<file path="config.mk">
export PLATFORM = sky130hd
export DESIGN_NAME = out_port_arbiter
export DESIGN_NICKNAME = d
export VERILOG_FILES = /design/src/rtl/out_port_arbiter.sv
export SDC_FILE = /design/constraint.sdc
export NUM_CORES = 1
export LEC_CHECK = 0
export BUFFER_PORTS_ARGS = -buffer_cell sky130_fd_sc_hd__buf_2
export CORE_MARGIN = 1.5
export CORE_UTILIZATION = 48
export DETAILED_ROUTE_END_ITERATION = 12
export GPL_ROUTABILITY_DRIVEN = 1
export PLACE_DENSITY = 0.79
export SETUP_SLACK_MARGIN = 0.5
export SKIP_LAST_GASP = 1
export SYNTH_ARGS = -nofsm -noshare
export SYNTH_HDL_FRONTEND = slang
export SYNTH_SLANG_ARGS = --single-unit
</file>
<file path="constraint.sdc">
create_clock -name clk -period 2.2 [get_ports clk]
set_input_delay 0 -clock clk [delete_from_list [all_inputs] [get_ports clk]]
set_output_delay 0 -clock clk [all_outputs]
set_load 0.05 [all_outputs]
</file>
<file path="src/rtl/out_port_arbiter.sv">
// -----------------------------------------------------------------------------
// out_port_arbiter
//   Shares the 16-bit output port register between NUM_REQ requesters. Each
//   requester asks for a masked write. One winner per transaction is chosen
//   round-robin, and its data is merged with a shadow copy of the port value.
//   The merged value is then issued as a single-cycle bus write to OUT_ADDR.
//   A transaction always takes three cycles: IDLE (arbitrate), WRITE (bus
//   write), ACK (pulse the winner's ack).
//
// Ports
//   clk      in   1            system clock, rising edge
//   reset    in   1            asynchronous, active-low (0 = in reset)
//   req      in   NUM_REQ      per-requester write request, level
//   wdata    in   16*NUM_REQ   write data, requester i at [16i+15:16i]
//   wmask    in   16*NUM_REQ   bit mask, 1 = replace that port bit
//   ack      out  NUM_REQ      one-cycle pulse when a write is committed
//   bus_out  out  32           to port driver bus_in (upper 16 bits zero)
//   adress   out  32           to port driver adress
//   busy     out  1            high while a transaction is in progress
//   shadow   out  16           last value written to the port
// -----------------------------------------------------------------------------
module out_port_arbiter #(
  parameter int          NUM_REQ     = 4,
  parameter logic [31:0] OUT_ADDR    = 32'd8,
  parameter logic [31:0] IDLE_ADDR   = 32'd0,
  parameter logic [15:0] SHADOW_INIT = 16'h0000
) (
  input  logic                    clk,
  input  logic                    reset,
  input  logic [NUM_REQ-1:0]      req,
  input  logic [16*NUM_REQ-1:0]   wdata,
  input  logic [16*NUM_REQ-1:0]   wmask,
  output logic [NUM_REQ-1:0]      ack,
  output logic [31:0]             bus_out,
  output logic [31:0]             adress,
  output logic                    busy,
  output logic [15:0]             shadow
);

  localparam int PW = (NUM_REQ > 1) ? $clog2(NUM_REQ) : 1;

  typedef enum logic [1:0] {
    IDLE  = 2'd0,
    WRITE = 2'd1,
    ACK   = 2'd2
  } state_t;

  state_t        state;
  logic [PW-1:0] ptr;       // first requester to consider in the next search
  logic [PW-1:0] grant;     // winner of the transaction in flight
  logic [15:0]   wr;        // merged value being written

  logic [15:0]   wd [NUM_REQ];
  logic [15:0]   wm [NUM_REQ];

  logic [PW-1:0] pick;
  logic [15:0]   merged;
  logic          found;
  logic [PW:0]   cand_sum;
  logic [PW-1:0] cand;

  for (genvar i = 0; i < NUM_REQ; i++) begin : g_unpack
    assign wd[i] = wdata[16*i +: 16];
    assign wm[i] = wmask[16*i +: 16];
  end

  // Round-robin search starting at ptr, wrapping at NUM_REQ-1 -> 0. The
  // merge is computed here so the IDLE state can register it directly.
  always_comb begin
    // NOTE: every variable gets a default before any branch, so no path
    // leaves it unassigned and no latch is inferred.
    pick     = '0;
    found    = 1'b0;
    merged   = shadow;
    cand_sum = '0;
    cand     = '0;
    for (int off = 0; off < NUM_REQ; off++) begin
      cand_sum = {1'b0, ptr} + (PW+1)'(off);
      if (cand_sum >= (PW+1)'(NUM_REQ)) begin
        cand_sum = cand_sum - (PW+1)'(NUM_REQ);
      end
      cand = cand_sum[PW-1:0];
      if (!found && req[cand]) begin
        found  = 1'b1;
        pick   = cand;
        merged = (shadow & ~wm[cand]) | (wd[cand] & wm[cand]);
      end
    end
  end

  // All outputs are registers updated on state transitions, so nothing on
  // the output side depends combinationally on req/wdata/wmask.
  always_ff @(posedge clk or negedge reset) begin
    if (!reset) begin
      // NOTE: sequential state uses non-blocking assignments so every
      // register samples pre-edge values regardless of statement order.
      state   <= IDLE;
      ptr     <= '0;
      grant   <= '0;
      wr      <= '0;
      ack     <= '0;
      bus_out <= '0;
      adress  <= IDLE_ADDR;
      busy    <= 1'b0;
      shadow  <= SHADOW_INIT;
    end else begin
      case (state)
        IDLE: begin
          if (found) begin
            grant   <= pick;
            wr      <= merged;
            bus_out <= {16'h0000, merged};
            adress  <= OUT_ADDR;
            busy    <= 1'b1;
            state   <= WRITE;
          end
        end
        WRITE: begin
          // The port driver latches the bus on this edge; mirror it.
          shadow  <= wr;
          adress  <= IDLE_ADDR;
          bus_out <= '0;
          ack     <= NUM_REQ'(1) << grant;
          state   <= ACK;
        end
        ACK: begin
          ack   <= '0;
          busy  <= 1'b0;
          ptr   <= (grant == PW'(NUM_REQ-1)) ? '0 : grant + PW'(1);
          state <= IDLE;
        end
        default: begin
          state <= IDLE;
        end
      endcase
    end
  end

endmodule

</file>
==> reports/summary.txt <==
XOR/XNOR Fraction of Synth Area - 0%
Vias in the first global route - 7009
Status - complete, but fails checks
Min-Delay Path Depth - 3
Vias - 7263
CTS tree - done
Hold Fails Final Rpt - 0
H-Tree Depth - 3
Total track usage - 28.6%
Die Area - 0.0155 mm^2
FP Rows - 44
Failing checks - setup timing
Pwr Density - 1560 mW/mm^2
Slowest CP cell - dfrtp_4
Commonest non-fill, non-tap cell in the layout - buf_2
WL/cell - 21.5 um
Nets - 1043
Cell area after synthesis - 0.00709 mm^2
Ys flop type - dfrtp_1
Vias/cell - 6.64
Fin Setup TNS - -0.154 ns
Ports - 219
Crit Reg-Reg Endpoint - wr[10]$_DFFE_PN0P_
Metal-1 WL - 8670 um
Largest net degree at the start of global routing - 36
Hold_ws - 0.139 ns
Met2 WL - 11200 um
Routed Antenna Nets - 0
Initial antenna violation count - 5
Clk buf depth - 2
R2R Setup Slk - -0.15 ns
Post-Synth Adder-Cell Area - 1.41%
Fin area - 0.00913 mm^2
Arr. time, crit path - 2.63 ns
Hold Crit Endpoint - grant[0]$_DFFE_PN0P_
Synth Area in Compound Gates - 14.1%
Area growth syn-to-layout - 28.8%
Core area - 0.0145 mm^2
R2r worst-path depth - 7
Worst path top cell family by delay - simple AND/OR/NAND/NOR gates
GRT overflow - 0
CP Cell Sequence - or3b_1, or4_4, and3_4, buf_4, nor3_1, a21oi_1, nand2_1
Max stage delay on crit path - 0.49 ns
1st-iter DRT viols - 604
P_leak - 4.02 nW
Hold Startpoint - req[1]
Fmax - 425 MHz
Worst Hold Class - in -> reg
Share of cells above drive strength 1 - 50.8%
GPL Wtd Cong - 0.932
Wirelength, routed - 23500 um
Yosys reg bits - 60
Setup ws final - -0.154 ns
Post-synth cell types - 56
Worst r2r src - ptr[0]$_DFFE_PN0P_
Worst skew pair latency - 0.34 ns
Synth warnings - 0
Switching Power - 7.00 mW
Post-synthesis sequential area ratio - 21.2%
Post-Synth Simple-Gate Area - 14.5%
Worst-margin pin slew - 0.903 ns
Post-synthesis area per instance - 10.2 um^2
Multiplexer share of the synthesized area - 39.0%
Met3 wire length - 2370 um
Die Span X - 125 um
Min Tclk post-route - 2.35 ns
Clock share of power - 9.2%
Worst-path clk slew - 0.05 ns
RSZ-0062 raised after global routing - true
Main combinational cell family by area after synthesis - multiplexers
Root Buffer - clkbuf_16
Ys async rst share - 100%
DP Area - 0.00820 mm^2
Gate power share - 74.9%
Endpoints failing setup - 1
First drt pass iteration count - 5
Slew Viols, Final - 0
CTS buffer count - 9
Internal Power - 7.28 mW
Tcrit/Tclk final - 107%
DRC - 0
Crit path kind - reg -> reg
First-pass GRT wire length - 35700 um
Max Cap Viol - 0
Starting density of the core - 49.0%
Worst IR drop on VDD - 0.742 mV
Most frequent cells in the layout - 171 x buf_2, 77 x mux4_2, 64 x nand2_1
Top sig layer - met4
Sequential power share - 15.9%
CTS sink cnt - 60
Detailed placement HPWL - 15600 um
IO Port Bufs - 171
Kind of start point of the critical path - flip-flop
Gate Count Post-Synth - 692
WP buf/inv - 1
Rel. slew slack - 39.8%
Post-synth EDFFs - 0
Clk_skew - 0.00774 ns
Final total power - 14.3 mW
Critical path capture point type - flip-flop
Sw frac - 49.0%
Die span in y - 125 um
CP Max Fanout - 4
Worst Path Required - 2.47 ns
worst register-to-register path, cell delays in order (launching register included):
cell and delay [ns]:
dfrtp_4 0.49, or3b_1 0.38, or4_4 0.44, and3_4 0.20, buf_4 0.15, nor3_1 0.36, a21oi_1 0.16, nand2_1 0.11
power groups by stage:
stage                     registers, mW  clock network [mW]  logic [mW]
after floorplan                    3.03                   0        6.09
after global placement             2.19                   0        8.93
after detailed placement           2.22                   0        9.09
after CTS                          2.22                1.31        9.88
after global routing               2.33                1.36        11.3
final                              2.27                1.32        10.7
synthesized netlist by cell type, drive strengths merged (6+ instances only):
cell / count / area share [%]
nand2b: 16 / 1.4
ha: 8 / 1.4
and3: 11 / 0.97
nand4: 14 / 1.2
a31oi: 8 / 0.71
nor2: 13 / 0.76
a22oi: 29 / 3.1
nand3: 29 / 2.0
nand2: 78 / 4.2
o21ai: 23 / 1.7
nor3b: 6 / 0.64
o31ai: 19 / 2.2
clkbuf: 14 / 0.74
a21oi: 11 / 0.78
o22ai: 6 / 0.53
dfrtp: 60 / 21
o221ai: 9 / 1.1
buf: 87 / 8.4
inv: 9 / 0.48
o211ai: 9 / 0.95
mux4: 77 / 24
mux2i: 46 / 6.5
nor3: 6 / 0.58
mux2: 51 / 8.1
worst max-delay path by stage:
stage                             endpoint  cells past startpoint  slack (ns)          startpoint
CTS                      wr[4]$_DFFE_PN0P_                      7        0.10  ptr[0]$_DFFE_PN0P_
detailed placement  bus_out[3]$_DFFE_PN0P_                      7       -0.06  ptr[1]$_DFFE_PN0P_
floorplan                wr[2]$_DFFE_PN0P_                      8        0.15  ptr[0]$_DFFE_PN0P_
global route            wr[10]$_DFFE_PN0P_                      6       -0.23  ptr[1]$_DFFE_PN0P_
global placement         wr[1]$_DFFE_PN0P_                      7       -0.02  ptr[1]$_DFFE_PN0P_
finish                  wr[10]$_DFFE_PN0P_                      7       -0.15  ptr[0]$_DFFE_PN0P_
sequential cells by signal, summed over array words and instances, names as in the netlist:
register,flops
busy,1
wr,16
ptr,2
adress,1
bus_out,16
shadow,16
state,2
grant,2
ack,4
layer usage:
| metal | vias up | track usage [%] |
|---|---|---|
| li1 | 3076 | - |
| met1 | 3504 | 36.6 |
| met2 | 560 | 45.6 |
| met3 | 123 | 4.98 |
| met4 | 0 | 17.0 |
| met5 | - | 0 |
area by class of cell:
| type | count | area, um^2 |
|---|---|---|
| fill | 1100 | 5350 |
| tap | 184 | 230 |
| clock buffer | 13 | 260 |
| sequential | 60 | 1510 |
| clock inverter | 2 | 10.0 |
| antenna | 5 | 12.5 |
| inverter | 9 | 36.3 |
| timing repair buffer | 250 | 1730 |
| multi-input combinational | 571 | 5340 |
metrics by stage:
| stage | worst slack [ns] | util [%] | instances |
|---|---|---|---|
| final | -0.154 | 63.1 | 1094 |
| after CTS | 0.101 | 61.1 | 1077 |
| after detailed placement | -0.0618 | 56.6 | 1043 |
| after floorplan | 0.152 | - | 738 |
| after global routing | -0.231 | 63.1 | 1094 |
| after global placement | -0.0158 | 56.6 | 1043 |
cells by family (layout without fill, tap and decap cells):
logic type / after synthesis / count (layout)
adder cells (fa/ha/maj): 8 / 8
AO/OA/AOI/OAI: 139 / 139
flip-flops: 60 / 60
multiplexers: 174 / 174
buffers and inverters: 110 / 274
other: 1 / 52
AND/OR/NAND/NOR: 200 / 203
timing repair:
item	4_1_cts	5_1_grt
endpoints found under the hold margin	33	0
setup endpoints to repair	33	36
gates cloned	7	1
pin swaps	21	32
hold buffers	1	0
gates resized for setup	41	39
setup buffers	11	11
No activity file was read; power rests on OpenSTA's default activity.
